**src/rtl/mul_iter_shift_add.sv**
```systemverilog
// ---------------------------------------------------------------------------
// mul_iter_shift_add
//
// Iterative shift-add multiplier for WIDTH x WIDTH operands producing the
// full, exact 2*WIDTH product. Each operation may be signed (two's
// complement) or unsigned. BITS_PER_CYCLE multiplier bits are consumed
// per clock, so an operation needs N = WIDTH/BITS_PER_CYCLE CALC cycles.
//
// Operands are reduced to unsigned magnitudes at accept. The magnitudes are
// multiplied by shift-add, and the sign is applied once when the result is
// registered on entry to DONE.
//
// Optional feature (compile-time macro MUL_ITER_EARLY_EXIT_EN):
//   When defined, CALC ends as soon as the remaining multiplier bits are
//   all zero, so latency follows the highest set bit of |B|. When
//   undefined, every operation takes exactly N CALC cycles and no
//   early-exit logic is built.
//
// Parameters:
//   WIDTH          operand width (>= 2)
//   BITS_PER_CYCLE multiplier bits consumed per CALC cycle (divides WIDTH)
//
// Ports:
//   clk          rising-edge clock
//   rst_n        synchronous active-low reset; aborts any operation
//   in_valid     request valid
//   in_ready     block can accept a request (high only in IDLE)
//   multiplicand operand A
//   multiplier   operand B
//   is_signed    1 = two's-complement operands, sampled at accept
//   out_valid    product valid (high only in DONE)
//   out_ready    consumer takes the product
//   product      A*B, 2*WIDTH bits, held until the next result
//   busy         high in CALC or DONE
// ---------------------------------------------------------------------------
module mul_iter_shift_add #(
    parameter int unsigned WIDTH          = 16,
    parameter int unsigned BITS_PER_CYCLE = 1
) (
    input  logic                 clk,
    input  logic                 rst_n,
    input  logic                 in_valid,
    output logic                 in_ready,
    input  logic [WIDTH-1:0]     multiplicand,
    input  logic [WIDTH-1:0]     multiplier,
    input  logic                 is_signed,
    output logic                 out_valid,
    input  logic                 out_ready,
    output logic [2*WIDTH-1:0]   product,
    output logic                 busy
);

    localparam int unsigned N     = WIDTH / BITS_PER_CYCLE;
    localparam int unsigned CNT_W = (N > 1) ? $clog2(N) : 1;
    localparam int unsigned PW    = 2 * WIDTH;

    // Elaboration-time parameter sanity.
    if (WIDTH < 2) begin : gen_bad_width
        $error("mul_iter_shift_add: WIDTH must be >= 2");
    end
    if (BITS_PER_CYCLE == 0 || (WIDTH % BITS_PER_CYCLE) != 0) begin : gen_bad_bpc
        $error("mul_iter_shift_add: BITS_PER_CYCLE must divide WIDTH");
    end

    typedef enum logic [1:0] {
        StIdle,
        StCalc,
        StDone
    } state_e;

    state_e state_q, state_d;

    // Multiplicand magnitude pre-shifted to the weight of the current digit,
    // so each step adds without a variable shifter.
    logic [PW-1:0]    a_sh_q, a_sh_d;
    // Multiplier magnitude bits not yet consumed.
    logic [WIDTH-1:0] b_rem_q, b_rem_d;
    logic             neg_q, neg_d;
    logic [PW-1:0]    acc_q, acc_d;
    logic [CNT_W-1:0] cnt_q, cnt_d;
    logic [PW-1:0]    prod_q, prod_d;

    // ------------------------------------------------------------------
    // Operand conditioning (used only on the accepting edge)
    // ------------------------------------------------------------------
    logic             a_neg, b_neg;
    logic [WIDTH-1:0] mag_a, mag_b;

    always_comb begin
        a_neg = is_signed & multiplicand[WIDTH-1];
        b_neg = is_signed & multiplier[WIDTH-1];
        // -(-2^(WIDTH-1)) wraps to 2^(WIDTH-1), which is the correct
        // unsigned magnitude.
        mag_a = a_neg ? -multiplicand : multiplicand;
        mag_b = b_neg ? -multiplier   : multiplier;
    end

    // ------------------------------------------------------------------
    // One shift-add step
    // ------------------------------------------------------------------
    logic [BITS_PER_CYCLE-1:0] digit;
    logic [PW-1:0]             partial;
    logic [PW-1:0]             acc_sum;
    logic [WIDTH-1:0]          b_shifted;
    logic                      calc_last;

    always_comb begin
        digit   = b_rem_q[BITS_PER_CYCLE-1:0];
        partial = '0;
        for (int i = 0; i < int'(BITS_PER_CYCLE); i++) begin
            if (digit[i]) begin
                partial = partial + (a_sh_q << i);
            end
        end
        acc_sum   = acc_q + partial;
        b_shifted = b_rem_q >> BITS_PER_CYCLE;
    end

`ifdef MUL_ITER_EARLY_EXIT_EN
    // Nothing left to add once the remaining multiplier bits are zero.
    assign calc_last = (cnt_q == '0) || (b_shifted == '0);
`else
    assign calc_last = (cnt_q == '0);
`endif

    // ------------------------------------------------------------------
    // FSM: state register
    // ------------------------------------------------------------------
    always_ff @(posedge clk) begin
        if (!rst_n) begin
            state_q <= StIdle;
        end else begin
            state_q <= state_d;
        end
    end

    // ------------------------------------------------------------------
    // FSM: next-state logic
    // ------------------------------------------------------------------
    always_comb begin
        state_d = state_q;
        unique case (state_q)
            StIdle: begin
                if (in_valid) begin
                    state_d = StCalc;
                end
            end
            StCalc: begin
                if (calc_last) begin
                    state_d = StDone;
                end
            end
            StDone: begin
                if (out_ready) begin
                    state_d = StIdle;
                end
            end
            default: state_d = StIdle;
        endcase
    end

    // ------------------------------------------------------------------
    // FSM: outputs
    // ------------------------------------------------------------------
    always_comb begin
        in_ready  = (state_q == StIdle);
        out_valid = (state_q == StDone);
        busy      = (state_q == StCalc) || (state_q == StDone);
    end

    assign product = prod_q;

    // ------------------------------------------------------------------
    // Datapath next-state
    // ------------------------------------------------------------------
    always_comb begin
        a_sh_d  = a_sh_q;
        b_rem_d = b_rem_q;
        neg_d   = neg_q;
        acc_d   = acc_q;
        cnt_d   = cnt_q;
        prod_d  = prod_q;
        unique case (state_q)
            StIdle: begin
                if (in_valid) begin
                    a_sh_d  = PW'(mag_a);
                    b_rem_d = mag_b;
                    neg_d   = a_neg ^ b_neg;
                    acc_d   = '0;
                    cnt_d   = CNT_W'(N - 1);
                end
            end
            StCalc: begin
                acc_d   = acc_sum;
                a_sh_d  = a_sh_q << BITS_PER_CYCLE;
                b_rem_d = b_shifted;
                if (calc_last) begin
                    cnt_d = '0;
                    // Negating a zero magnitude gives zero, so no -0.
                    prod_d = neg_q ? -acc_sum : acc_sum;
                end else begin
                    cnt_d = cnt_q - CNT_W'(1);
                end
            end
            default: begin
            end
        endcase
    end

    // ------------------------------------------------------------------
    // Datapath registers
    // ------------------------------------------------------------------
    always_ff @(posedge clk) begin
        if (!rst_n) begin
            a_sh_q  <= '0;
            b_rem_q <= '0;
            neg_q   <= 1'b0;
            acc_q   <= '0;
            cnt_q   <= '0;
            prod_q  <= '0;
        end else begin
            a_sh_q  <= a_sh_d;
            b_rem_q <= b_rem_d;
            neg_q   <= neg_d;
            acc_q   <= acc_d;
            cnt_q   <= cnt_d;
            prod_q  <= prod_d;
        end
    end

endmodule

```
**config.mk**
```make
export PLATFORM = sky130hd
export DESIGN_NAME = mul_iter_shift_add
export DESIGN_NICKNAME = d
export VERILOG_FILES = /design/src/rtl/mul_iter_shift_add.sv
export SDC_FILE = /design/constraint.sdc
export NUM_CORES = 1
export LEC_CHECK = 0
export BUFFER_PORTS_ARGS = -buffer_cell sky130_fd_sc_hd__buf_2
export CAP_MARGIN = 10
export CORE_ASPECT_RATIO = 1.2
export CORE_MARGIN = 8
export CORE_UTILIZATION = 55
export CTS_CLUSTER_DIAMETER = 150
export DETAILED_ROUTE_END_ITERATION = 10
export GPL_ROUTABILITY_DRIVEN = 0
export PLACE_DENSITY = 0.79
export SLEW_MARGIN = 20
export SYNTH_ARGS = -nofsm -noshare
export SYNTH_HDL_FRONTEND = slang
export SYNTH_SLANG_ARGS = --single-unit
```
**constraint.sdc**
```tcl
create_clock -name clk -period 3.9 [get_ports clk]
set_input_delay 0.585 -clock clk [delete_from_list [all_inputs] [get_ports clk]]
set_output_delay 0.585 -clock clk [all_outputs]
set_load 0.05 [all_outputs]
```
# Word level (Yosys, flattened, before mapping)
# Index checks and enable logic that the tools add are counted.
# op_classes
n_reduce_logical	8
n_bitwise	3
eq_ne	5
n_addsub	5
mux	17
# op_table
operator	n
$mux W32	4
$pmux W32 S2	2
$mux W16	3
$add A32 B32 Y32	1
$neg A16 Y16	2
$neg A32 Y32	1
$pmux W16 S2	1
$mux W4	2
$pmux W4 S2	1
$mux W2	3
$pmux W2 S3	1
$reduce_and A2 Y1	3
$logic_not A4 Y1	1
$ne A2 B2 Y1 const B	2
$sub A4 B1 Y4 const B	1
$reduce_and A3 Y1	1
$and A1 B1 Y1	2
$eq A2 B1 Y1 const B	1
$eq A2 B2 Y1 const B	1
$logic_not A2 Y1	1
$ne A2 B1 Y1 const B	1
$reduce_bool A2 Y1	1
$logic_or A1 B1 Y1	1
$xor A1 B1 Y1	1
# word_totals
in_bits	37
register_bits	119
word_cells	45
out_inout_bits	35

# Depth between registers and ports, before layout
# Gate-level depths: netlist of the first run.
# logic_depth
word_depth	4
ltp_mapped	15
mapped_depth_nobuf	13

# Least setup slack after synthesis of the first run
# No wires, ideal clock.
# synth_path
path_type	reg2reg
start	register b_rem_q[0]
end	register prod_q[24] (netlist: product[24])
slack_ns	0.085
required_time_ns	3.814
path_buffers	1
stages_incl_launch_ff	15
t_arrival_ns	3.729
synth_period_minus_slack_ns	3.815
setup_time_ns	0.086
path_cell_list	dfxtp_1 clkbuf_1 and2_1 ha_1 fa_1 a211oi_2 o211ai_1 and2_1 or3_1 a211oi_2 nand4_1 or4_4 o31ai_2 xor2_1 a211oi_1
# synth_between
elab_chain_len	4
# synth_lines
item	line_no	text
start, declared	77	logic [WIDTH-1:0] b_rem_q, b_rem_d;
start signal, assigned	223	b_rem_q <= b_rem_d;
$mux W32 (*)	111	if (digit[i]) begin
$add A32 B32 Y32 (*)	115	acc_sum = acc_q + partial;
$neg A32 Y32	200	prod_d = neg_q ? -acc_sum : acc_sum;
$mux W32 (*)	200	
end signal, assigned	227	prod_q <= prod_d;
end, declared	81	logic [PW-1:0] prod_q, prod_d;
# Mark *: on every way between the ends. The rest lies on a longest branch, timed or not.
# A chain may end at the register's enable or synchronous reset.

# Worst setup path after layout of the first run
# layout_path
start	register a_sh_q[0]
end	register prod_q[27] (netlist: product[27])
# layout_between
elab_chain_len	4
# layout_lines
item	line_no	text
start, declared	75	logic [PW-1:0] a_sh_q, a_sh_d;
start signal, assigned	222	a_sh_q <= a_sh_d;
$mux W32 (*)	111	
$add A32 B32 Y32 (*)	115	
$neg A32 Y32	200	
$mux W32 (*)	200	
# Marks and branches as above.

==> summary.txt, run 1 <==
Worst setup path
  • R2R cell count: 15
  • Setup CP Type: reg -> reg
  • CP max stage cell: or4_4
  • Reg2reg start: a_sh_q[0]$_SDFFE_PN0P_
  • Flop-to-flop setup slack: 0.09 ns
  • Capture point of the worst reg-to-reg path: product[27]$_SDFFE_PN0P_
  • Crit-path cells: and2_4 -> ha_4 -> fa_2 -> a211oi_2 -> buf_4 -> o21ai_2 -> xor2_1 -> or2_4 -> nor4_2 -> buf_4 -> nand4_1 -> or4_4 -> o31ai_4 -> xor2_1 -> a21oi_1
  • Critical path data arrival time: a little over 4 ns
  • Critical Path Source Type: register
  • CP required: 4.18 ns
  • Crit-path max cell delay: 0.51 ns
  • Critical Path Sink Type: register
  • CP Max Fanout: 6

Drt
  • Met2 WL: 10300 µm
  • DR top layer: met4
  • Residual DRC: 0
  • Via count: 7871
  • Length of the first detailed-routing pass in iterations: 5
  • Final ANT Viol Nets: 0
  • M1 WL: 9350 µm
  • Drt via density: 6.07
  • Final WL: ~22000 µm
  • WL per Instance: 16.8 µm
  • WL met3: 1310 µm
  • DRT iter0 DRCs: approximately 650

CTS
  • TritonCTS clock tree: yes
  • # hold bufs at CTS: 0
  • Reg clk slew, reported paths: 0.06 ns
  • Clk buf depth: 2
  • Number of buffers created by CTS: 17
  • Clock Latency Late Sink: 0.43 ns
  • Clock sinks: 119
  • H-tree depth: 4
  • CTS root buffer: clkbuf_16

Finish
  • Design Area, Final: 9430 µm²
  • Layout cells sized above 1: 19.1%
  • Nets: 1188
  • Multi-input combinational cell area: 5280 µm²
  • P&R area growth vs syn: 22.0%
  • FF+latch area: 2380 µm²
  • Diode count: 0
  • Fillers: 1166

Min path
  • Hold depth: 3
  • Hold EP: a_sh_q[0]$_SDFFE_PN0P_
  • HP Start: multiplicand[0]
  • HP Class: in -> reg

Floorplanning
  • Die footprint: 18100 µm²
  • IO Pins: 72
  • Die X: 124 µm
  • Row count: 47
  • Core Area: 13800 µm²
  • Initial Util: 56.2%
  • Die H: around 150 µm

Synthesis
  • Netlist cell types: 66
  • FFs w/ async S/R, synth: 0%
  • Register area share after synthesis: 30.8%
  • Gate count of the mapped netlist: 1023
  • Register bit total from synthesis: roughly 120
  • Syn_area_per_cell: 7.56 µm²
  • Syn Nets: 1098
  • Synth Flop Type: dfxtp_1
  • Synthesized cell area: slightly below 8000 µm²
  • EDFF count, synth: 0
  • Synth Warn #: 0

Placement
  • Post-DP Area: 8530 µm²
  • # port buffers: 71
  • HPWL after detailed placement: roughly 15000 µm

Global route
  • Vias in the first global route: 7545
  • Initial antenna violation count: 0
  • GR Overflow Total: 0
  • Overall routing resource usage: 23.0%
  • First-pass GRT wire length: 35500 µm
  • Pin count of the biggest net entering global routing: 69

STA
  • Final Setup Violations: 0
  • Worst Clk Skew: 0.0109 ns
  • Final hold slack: approximately 0.45 ns
  • Fmax: 0.263 GHz
  • Final-report hold violation count: 0
  • Final period util: 97.6%
  • Final slew viol count: 0
  • Relative slew slack: approximately 45%
  • Post-layout minimum cycle time: 3.81 ns
  • Worst slew pin tran: 0.829 ns

Pwr
  • PwrDens: 590 nW/µm²
  • Pwr Total: about 5.6 mW
  • Peak VDD IR: 0.376 mV
  • Pleak: 3.86 nW

Job
  • Max-cap violations: 0

Status
  • Status: finished clean
placed cells by master, fill, tap and decap left out, drive strengths merged, types with 20 or more instances in the layout:
cell	count
clkbuf	20
inv	21
nand2	141
ha	37
a211oi	34
nor2	127
xnor2	32
xor2	45
o21ai	75
dfxtp	119
buf	130
and2	39
a22oi	49
a21oi	82
cell usage after synthesis (8+ instances only):
library cell | count | area (µm²)
a21oi_1 | 81 | 405
clkbuf_1 | 55 | 206
o31ai_1 | 12 | 90.1
nand2_1 | 141 | 529
xnor2_1 | 32 | 280
and2_1 | 39 | 244
nand3_1 | 11 | 55.1
inv_1 | 18 | 67.6
nand4_1 | 10 | 62.6
or3_1 | 9 | 56.3
ha_1 | 37 | 463
xor2_1 | 45 | 394
dfxtp_1 | 119 | 2380
o21ai_1 | 8 | 40.0
nor4_1 | 9 | 56.3
o21ai_0 | 65 | 325
a211oi_1 | 29 | 218
o211ai_1 | 9 | 67.6
nor2_1 | 127 | 477
o21a_1 | 8 | 60.1
nor3_1 | 16 | 80.1
a22oi_1 | 49 | 368
timing repair:
item	in CTS	in global routing
setup endpoints to repair	5	11
cloned	0	0
pin swaps	5	15
resized for setup	4	40
setup buffers	2	2
endpoints found under the hold margin	0	0
power by group:
part / switching (mW) / total, mW / internal (mW)
registers: 0.127 / 1.55 / 1.42
logic: 1.55 / 2.27 / 0.725
clock network: 0.604 / 1.73 / 1.13
total: 2.28 / 5.56 / 3.28
kinds of logic after synthesis:
| logic type | share of synthesized area [%] |
|---|---|
| multiplexers | 0.388 |
| buffers and inverters | 3.77 |
| AND/OR/NAND/NOR | 23.6 |
| flip-flops | 30.8 |
| adder cells (fa/ha/maj) | 6.25 |
| XOR/XNOR | 8.72 |
| AO/OA/AOI/OAI | 26.4 |
critical path: cells and delay by family, from the launching register on:
kind / cells / cell delay [ns]
flops: 1 / 0.33
compound gates: 4 / 0.63
xor+xnor: 2 / 0.35
simple gates: 5 / 1.48
buf+inv: 2 / 0.35
fa+ha+maj: 2 / 0.52
flip-flops by register name (all words and copies together) (netlist names):
name	count
cnt_q	4
acc_q	32
state_q	2
product	32
neg_q	1
a_sh_q	32
b_rem_q	16
final cells by class:
type | count | area share (%)
Sequential cell | 119 | 25.3
Tap cell | 171 | 2.27
Timing Repair Buffer | 130 | 8.81
Inverter | 18 | 0.730
Multi-Input combinational cell | 827 | 56.0
Clock inverter | 12 | 1.98
Clock buffer | 20 | 4.95
metal layers:
metal	global-route usage, %	vias up
li1	-	3861
met1	27.8	3662
met2	38.3	278
met3	4.37	70
met4	11.0	0
met5	0	-
worst max-delay path by stage:
stage,from,to,depth (start not counted)
2_1_floorplan,b_rem_q[0]$_SDFFE_PN0P_,product[24]$_SDFFE_PN0P_,14
3_3_place_gp,a_sh_q[0]$_SDFFE_PN0P_,product[28]$_SDFFE_PN0P_,13
3_5_place_dp,a_sh_q[0]$_SDFFE_PN0P_,product[28]$_SDFFE_PN0P_,13
4_1_cts,a_sh_q[0]$_SDFFE_PN0P_,product[24]$_SDFFE_PN0P_,14
5_1_grt,b_rem_q[0]$_SDFFE_PN0P_,product[23]$_SDFFE_PN0P_,14
6_report,a_sh_q[0]$_SDFFE_PN0P_,product[27]$_SDFFE_PN0P_,15
metrics by stage:
step	setup slack, ns	utilization (%)	std cells	setup TNS [ns]
finish	0.0930	68.5	1297	0
global route	-0.0455	68.5	1297	-0.0923
CTS	0.0162	67.0	1295	0
detailed placement	-0.0847	62.0	1261	-0.231
global placement	-0.0243	62.0	1261	-0.0467
floorplan	0.0853	-	1023	0
(Power assumes the default switching activity.)
==> inputs of run 2 (changes only) <==
PLACE_DENSITY = 0.78   (was 0.79)
==> summary.txt, run 2 (synthesis gave the netlist of run 1 again) <==
Status
  • Status: finished clean (unchanged)

STA
  • Worst slew pin tran: 0.919 ns (was 0.829 ns)
  • RSZ-0062 raised after global routing: yes
  • Final-report hold violation count: 0 (unchanged)
  • Post-layout minimum cycle time: 3.84 ns (was 3.81 ns)
  • Fmax: 0.260 GHz (was 0.263 GHz)
  • Final Setup Violations: 0 (unchanged)
  • Final setup TNS: 0 ns (unchanged)
  • Final slew viol count: 0 (unchanged)
  • Setup ws final: 0.0599 ns (was 0.0930 ns)
  • Worst Clk Skew: 0.0167 ns (was 0.0109 ns)
  • Final period util: 98.5% (was 97.6%)
  • Relative slew slack: 38.6% (was 44.7%)

Drt
  • Residual DRC: 0 (unchanged)
  • Final WL: 21700 µm (about the same)
  • Drt via density: 5.99 (was 6.07)
  • Via count: 7769 (was 7871)
  • Length of the first detailed-routing pass in iterations: 5 (unchanged)
  • DRT iter0 DRCs: 520 (was 648)
  • WL per Instance: 16.7 µm (was 16.8 µm)
  • Final ANT Viol Nets: 0 (unchanged)

Floorplanning
  • Die footprint: 18100 µm² (unchanged)
  • Core Area: 13800 µm² (unchanged)
  • IO Pins: 72 (unchanged)
  • Row count: 47 (unchanged)
  • Initial Util: 56.2% (unchanged)
  • Die X: 124 µm (unchanged)
  • Die H: 146 µm (unchanged)

Finish
  • Nets: 1188 (unchanged)
  • Diode count: 0 (unchanged)
  • P&R area growth vs syn: 21.9% (was 22.0%)
  • Fillers: 1130 (was 1166)
  • Commonest non-fill, non-tap cells in the layout: nand2_1, nor2_1, dfxtp_1, a21oi_1, buf_2 (unchanged)
  • Layout cells sized above 1: 20.8% (was 19.1%)
  • Commonest non-fill, non-tap cell in the layout: nand2_1 (unchanged)
  • Layout Utilization: 68.5% (about the same)

Global route
  • Overall routing resource usage: 22.8% (was 23.0%)
  • First-pass GRT wire length: 35300 µm (was 35500 µm)
  • Initial antenna violation count: 0 (unchanged)
  • Pin count of the biggest net entering global routing: 72 (was 69)
  • Vias in the first global route: 7462 (was 7545)
  • GR Overflow Total: 0 (unchanged)

Job
  • Max-cap violations: 0 (unchanged)

CTS
  • Number of buffers created by CTS: 17 (unchanged)
  • CTS root buffer: clkbuf_16 (unchanged)
  • Clock sinks: 119 (unchanged)
  • H-tree depth: 4 (unchanged)
  • Clk buf depth: 2 (unchanged)
  • Reg clk slew, reported paths: 0.06 ns (about the same)
  • TritonCTS clock tree: yes (unchanged)
  • Clock Latency Late Sink: 0.43 ns (about the same)

Min path
  • HP Start: multiplicand[0] (unchanged)
  • Hold EP: a_sh_q[0]$_SDFFE_PN0P_ (unchanged)
  • HP Class: in -> reg (unchanged)
  • Hold depth: 3 (unchanged)

Worst setup path
  • CP max stage cell: or4_4 (unchanged)
  • Reg2reg start: b_rem_q[0]$_SDFFE_PN0P_ (was a_sh_q[0]$_SDFFE_PN0P_)
  • Top cell by count, worst path: and2_1
  • Crit-path max cell delay: 0.61 ns (was 0.51 ns)
  • CP Max Fanout: 13 (was 6)
  • Critical Path Sink Type: register (unchanged)
  • Critical path data arrival time: 4.13 ns (was 4.09 ns)
  • Capture point of the worst reg-to-reg path: product[24]$_SDFFE_PN0P_ (was product[27]$_SDFFE_PN0P_)
  • CP required: 4.19 ns (was 4.18 ns)
  • Setup CP Type: reg -> reg (unchanged)
  • Crit-path cells: buf_6 -> and2_1 -> ha_2 -> and4_4 -> and2_1 -> a22o_1 -> nor4_2 -> a311oi_1 -> or4b_4 -> or4_4 -> o31ai_4 -> xor2_1 -> a211oi_2 (was and2_4 -> ha_4 -> fa_2 -> a211oi_2 -> buf_4 -> o21ai_2 -> xor2_1 -> or2_4 -> nor4_2 -> buf_4 -> nand4_1 -> or4_4 -> o31ai_4 -> xor2_1 -> a21oi_1)
  • Critical Path Source Type: register (unchanged)
  • R2R cell count: 13 (was 15)
  • Flop-to-flop setup slack: 0.06 ns (was 0.09 ns)

Pwr
  • Pleak: 3.76 nW (was 3.86 nW)
  • Peak VDD IR: 0.349 mV (was 0.376 mV)
  • PwrDens: 571 nW/µm² (was 590 nW/µm²)

Placement
  • Pre-CTS WS: 0.00488 ns (was -0.0847 ns)
  • # port buffers: 71 (unchanged)
  • HPWL after detailed placement: 15200 µm (about the same)
run 2: worst max-delay path: cells and delay by family, from the launching register on:
| kind | cells | cell delay, ns |
|---|---|---|
| buffers and inverters | 1 | 0.15 |
| and+or+nand+nor | 6 | 2.01 |
| adders and majority gates | 1 | 0.33 |
| xor gates and xnor gates | 1 | 0.19 |
| AOI/OAI and AO/OA | 4 | 0.68 |
| DFF | 1 | 0.35 |
run 2: cell type report:
type / instances / area, µm² / share of cell area (%)
Tap cell: 171 / 214 / 2.27
Multi-Input combinational cell: 827 / 5360 / 56.9
Timing Repair Buffer: 130 / 815 / 8.65
Clock buffer: 19 / 453 / 4.81
Inverter: 18 / 68.8 / 0.731
Clock inverter: 13 / 123 / 1.30
Sequential cell: 119 / 2380 / 25.3
run 2: timing repair:
item | CTS | global route
gates resized for setup | 2 | 67
pin swaps | 2 | 21
endpoints found under the setup margin | 2 | 13
hold buffers | 0 | 0
setup buffers | 0 | 8
run 2: per-stage QoR:
| stage | hold WS [ns] | cells | instance area, µm² | total power [mW] |
|---|---|---|---|---|
| floorplan | 0.429 | 1023 | 7730 | 3.07 |
| global placement | 0.436 | 1257 | 8480 | 3.64 |
| detailed placement | 0.445 | 1257 | 8480 | 3.67 |
| CTS | 0.447 | 1289 | 9080 | 5.21 |
| global route | 0.475 | 1297 | 9420 | 5.66 |
| finish | 0.451 | 1297 | 9420 | 5.38 |
run 2: worst max-delay path by stage:
| stage | from | to | slack [ns] | depth (start not counted) |
|---|---|---|---|---|
| after floorplan | b_rem_q[0]$_SDFFE_PN0P_ | product[24]$_SDFFE_PN0P_ | 0.09 | 14 |
| after global placement | a_sh_q[0]$_SDFFE_PN0P_ | product[24]$_SDFFE_PN0P_ | 0.05 | 13 |
| after detailed placement | a_sh_q[0]$_SDFFE_PN0P_ | product[24]$_SDFFE_PN0P_ | 0.005 | 13 |
| after CTS | b_rem_q[0]$_SDFFE_PN0P_ | product[27]$_SDFFE_PN0P_ | -0.01 | 13 |
| after global routing | b_rem_q[0]$_SDFFE_PN0P_ | product[31]$_SDFFE_PN0P_ | -0.13 | 15 |
| final | b_rem_q[0]$_SDFFE_PN0P_ | product[24]$_SDFFE_PN0P_ | 0.06 | 13 |
run 2: where the power goes:
group	internal (mW)	leakage [nW]	switching, mW
registers	1.42	0.967	0.137
logic	0.749	2.52	1.53
clock network	0.914	0.272	0.626
total	3.09	3.76	2.29
run 2: per-layer routing:
metal / share of wire, % / track usage (%) / routed length, µm
met5: 0 / 0 / 0
met4: 2.7 / 8.45 / 590
met1: 43 / 28.1 / 9410
met2: 49 / 38.8 / 10600
met3: 5.3 / 3.83 / 1140
==> inputs of run 3 (changes only) <==
CELL_PAD_IN_SITES_DETAIL_PLACEMENT = 1   (was default)
CELL_PAD_IN_SITES_GLOBAL_PLACEMENT = 1   (was default)
CORE_ASPECT_RATIO = default   (was 1.2)
CORE_UTILIZATION = 40   (was 55)
PLACE_DENSITY = default   (was 0.78)
PLACE_DENSITY_LB_ADDON = 0.1   (was default)
==> summary.txt, run 3 (synthesis gave the netlist of run 1 again) <==
Status
  • Status: finished clean (unchanged)

CTS
  • Clk buf depth: 2 (unchanged)
  • TritonCTS clock tree: yes (unchanged)
  • CTS root buffer: clkbuf_16 (unchanged)
  • Clock Latency Late Sink: 0.43 ns (about the same)
  • Clock sinks: 119 (unchanged)
  • Number of buffers created by CTS: 17 (unchanged)
  • Reg clk slew, reported paths: 0.06 ns (about the same)
  • # hold bufs at CTS: 0 (unchanged)
  • H-tree depth: 4 (unchanged)

STA
  • Final slew viol count: 0 (unchanged)
  • Final period util: 99.9% (was 98.5%)
  • Post-layout minimum cycle time: 3.90 ns (was 3.84 ns)
  • Final Setup Violations: 0 (unchanged)
  • Worst slew pin tran: 0.811 ns (was 0.919 ns)
  • RSZ-0062 raised after global routing: yes (unchanged)
  • Setup ws final: 0.00451 ns (was 0.0599 ns)
  • Fmax: 0.257 GHz (was 0.260 GHz)
  • Final-report hold violation count: 0 (unchanged)
  • Relative slew slack: 45.8% (was 38.6%)
  • Worst Clk Skew: 0.0118 ns (was 0.0167 ns)

Finish
  • Layout cells sized above 1: 22.8% (was 20.8%)
  • Design Area, Final: 9750 µm² (was 9420 µm²)
  • Commonest non-fill, non-tap cells in the layout: nand2_1, nor2_1, dfxtp_1, buf_4, buf_2 (was nand2_1, nor2_1, dfxtp_1, a21oi_1, buf_2)
  • Commonest non-fill, non-tap cell in the layout: nand2_1 (unchanged)
  • Diode count: 0 (unchanged)
  • P&R area growth vs syn: 26.1% (was 21.9%)
  • Nets: 1204 (was 1188)
  • Layout Utilization: 50.8% (was 68.5%)

Global route
  • Overall routing resource usage: 21.8% (was 22.8%)
  • GR Layer Usage met1: 28.2% (was 28.1%)
  • GR Overflow Total: 0 (unchanged)
  • Met2 GRT Util: 36.6% (was 38.8%)
  • Initial antenna violation count: 0 (unchanged)
  • Pin count of the biggest net entering global routing: 57 (was 72)
  • First-pass GRT wire length: 42500 µm (was 35300 µm)
  • Met3 Usage GRT: 3.99% (was 3.83%)
  • Vias in the first global route: 8080 (was 7462)
  • Most Used Layer, Global Route: met2 (unchanged)

Floorplanning
  • Core Area: 19200 µm² (was 13800 µm²)
  • Die X: 155 µm (was 124 µm)
  • Row count: 51 (was 47)
  • Die footprint: 24000 µm² (was 18100 µm²)
  • IO Pins: 72 (unchanged)
  • Initial Util: 40.2% (was 56.2%)
  • Die H: 155 µm (was 146 µm)

Worst setup path
  • Crit-path max cell delay: 0.40 ns (was 0.61 ns)
  • WP buf/inv: 3 (was 1)
  • Flop-to-flop setup slack: 0.005 ns (was 0.06 ns)
  • CP Max Fanout: 3 (was 13)
  • Reg2reg start: b_rem_q[0]$_SDFFE_PN0P_ (unchanged)
  • Critical Path Sink Type: register (unchanged)
  • Crit-path cells: and2_4 -> ha_4 -> fa_2 -> a211oi_4 -> o211ai_1 -> and2_1 -> or3_4 -> a211oi_4 -> buf_4 -> nand4_1 -> buf_4 -> nor4_2 -> buf_4 -> nand2_4 -> or3_4 -> o311ai_4 (was buf_6 -> and2_1 -> ha_2 -> and4_4 -> and2_1 -> a22o_1 -> nor4_2 -> a311oi_1 -> or4b_4 -> or4_4 -> o31ai_4 -> xor2_1 -> a211oi_2)
  • CP max stage cell: or3_4 (was or4_4)
  • Capture point of the worst reg-to-reg path: product[31]$_SDFFE_PN0P_ (was product[24]$_SDFFE_PN0P_)
  • CP delay by family, top: simple AND/OR/NAND/NOR gates (unchanged)
  • Top cell by count, worst path: buf_4 (was and2_1)
  • Setup CP Type: reg -> reg (unchanged)
  • CP required: 4.23 ns (was 4.19 ns)
  • Critical path data arrival time: 4.22 ns (was 4.13 ns)
  • Critical Path Source Type: register (unchanged)
  • R2R cell count: 16 (was 13)

Pwr
  • Switching Share: 42.8% (was 42.6%)
  • PwrDens: 576 nW/µm² (was 571 nW/µm²)
  • Peak VDD IR: 0.286 mV (was 0.349 mV)
  • Clock power frac: 29.6% (was 28.6%)
  • Register share of total power: 27.9% (was 29.0%)
  • Sw Pwr: 2.41 mW (was 2.29 mW)
  • Power share of the combinational group: 42.5% (was 42.3%)
  • Int Pwr: 3.21 mW (was 3.09 mW)
  • Pleak: 3.87 nW (was 3.76 nW)

Placement
  • # port buffers: 71 (unchanged)
  • HPWL after detailed placement: 18800 µm (was 15200 µm)
  • Pre-CTS WS: -0.182 ns (was 0.00488 ns)
  • Post-DP Area: 8680 µm² (was 8480 µm²)

Drt
  • DRT iter0 DRCs: 404 (was 520)
  • Residual DRC: 0 (unchanged)
  • Length of the first detailed-routing pass in iterations: 5 (unchanged)
  • WL per Instance: 18.4 µm (was 16.7 µm)
  • Final WL: 25800 µm (was 21700 µm)
  • Drt via density: 5.60 (was 5.99)
  • Final ANT Viol Nets: 0 (unchanged)
  • Via count: 7880 (was 7769)

Min path
  • Hold depth: 2 (was 3)
  • HP Start: b_rem_q[9]$_SDFFE_PN0P_ (was multiplicand[0])
  • HP Class: reg -> reg (was in -> reg)
  • Hold EP: b_rem_q[9]$_SDFFE_PN0P_ (was a_sh_q[0]$_SDFFE_PN0P_)

Job
  • Max-cap violations: 0 (unchanged)
-- run 3: changes by cell type in the layout (fill, tap and decap cells not counted), sizes merged --
cell / delta
buf: +16
clkbuf: -1
clkinv: -1
bufinv: +2
-- run 3: cell type report --
class	count	area, µm²
Multi-Input combinational cell	827	5430
Inverter	18	68.8
Fill cell	2356	9460
Clock inverter	14	174
Sequential cell	119	2380
Clock buffer	18	439
Timing Repair Buffer	146	926
Tap cell	265	332
-- run 3: worst max-delay path by stage --
stage	startpoint	slack (ns)	cells after the start	endpoint
2_1_floorplan	b_rem_q[0]$_SDFFE_PN0P_	0.09	14	product[24]$_SDFFE_PN0P_
3_3_place_gp	b_rem_q[0]$_SDFFE_PN0P_	-0.17	13	product[28]$_SDFFE_PN0P_
3_5_place_dp	b_rem_q[0]$_SDFFE_PN0P_	-0.18	13	product[28]$_SDFFE_PN0P_
4_1_cts	a_sh_q[0]$_SDFFE_PN0P_	-0.02	14	product[27]$_SDFFE_PN0P_
5_1_grt	b_rem_q[0]$_SDFFE_PN0P_	-0.14	13	product[28]$_SDFFE_PN0P_
6_report	b_rem_q[0]$_SDFFE_PN0P_	0.005	16	product[31]$_SDFFE_PN0P_
-- run 3: power groups by stage --
stage | Clock [mW] | Combinational [mW] | Sequential [mW]
floorplan | 0 | 1.26 | 1.80
global placement | 0 | 2.18 | 1.58
detailed placement | 0 | 2.20 | 1.59
CTS | 1.68 | 2.31 | 1.56
global route | 1.74 | 2.63 | 1.59
finish | 1.66 | 2.39 | 1.57
-- run 3: routing by layer --
| layer | up-vias | part of all wire (%) |
|---|---|---|
| li1 | 3871 | - |
| met1 | 3823 | 47 |
| met2 | 154 | 47 |
| met3 | 32 | 3.9 |
| met4 | 0 | 1.6 |
| met5 | - | 0 |
-- run 3: what timing repair did --
| action | 4_1_cts | 5_1_grt |
|---|---|---|
| setup endpoints to repair | 8 | 13 |
| pin swaps | 12 | 14 |
| setup buffers | 9 | 3 |
| cloned | 0 | 0 |
| hold endpoints to repair | 0 | 0 |
| resized for setup | 17 | 63 |
-- run 3: through the flow --
stage	power, mW	hold WS (ns)	setup TNS (ns)	std cells
global route	5.95	0.467	-0.506	1407
CTS	5.55	0.456	-0.0388	1404
finish	5.61	0.453	0	1407
floorplan	3.07	0.429	0	1023
global placement	3.76	0.441	-0.620	1363
detailed placement	3.79	0.447	-0.907	1363
-- run 3: worst register-to-register path, cell delays in order, from the launching register on --
cell and delay (ns):
dfxtp_2 0.33, and2_4 0.15, ha_4 0.16, fa_2 0.39, a211oi_4 0.25, o211ai_1 0.21
and2_1 0.20, or3_4 0.40, a211oi_4 0.32, buf_4 0.17, nand4_1 0.12, buf_4 0.18
nor4_2 0.13, buf_4 0.18, nand2_4 0.06, or3_4 0.33, o311ai_4 0.22
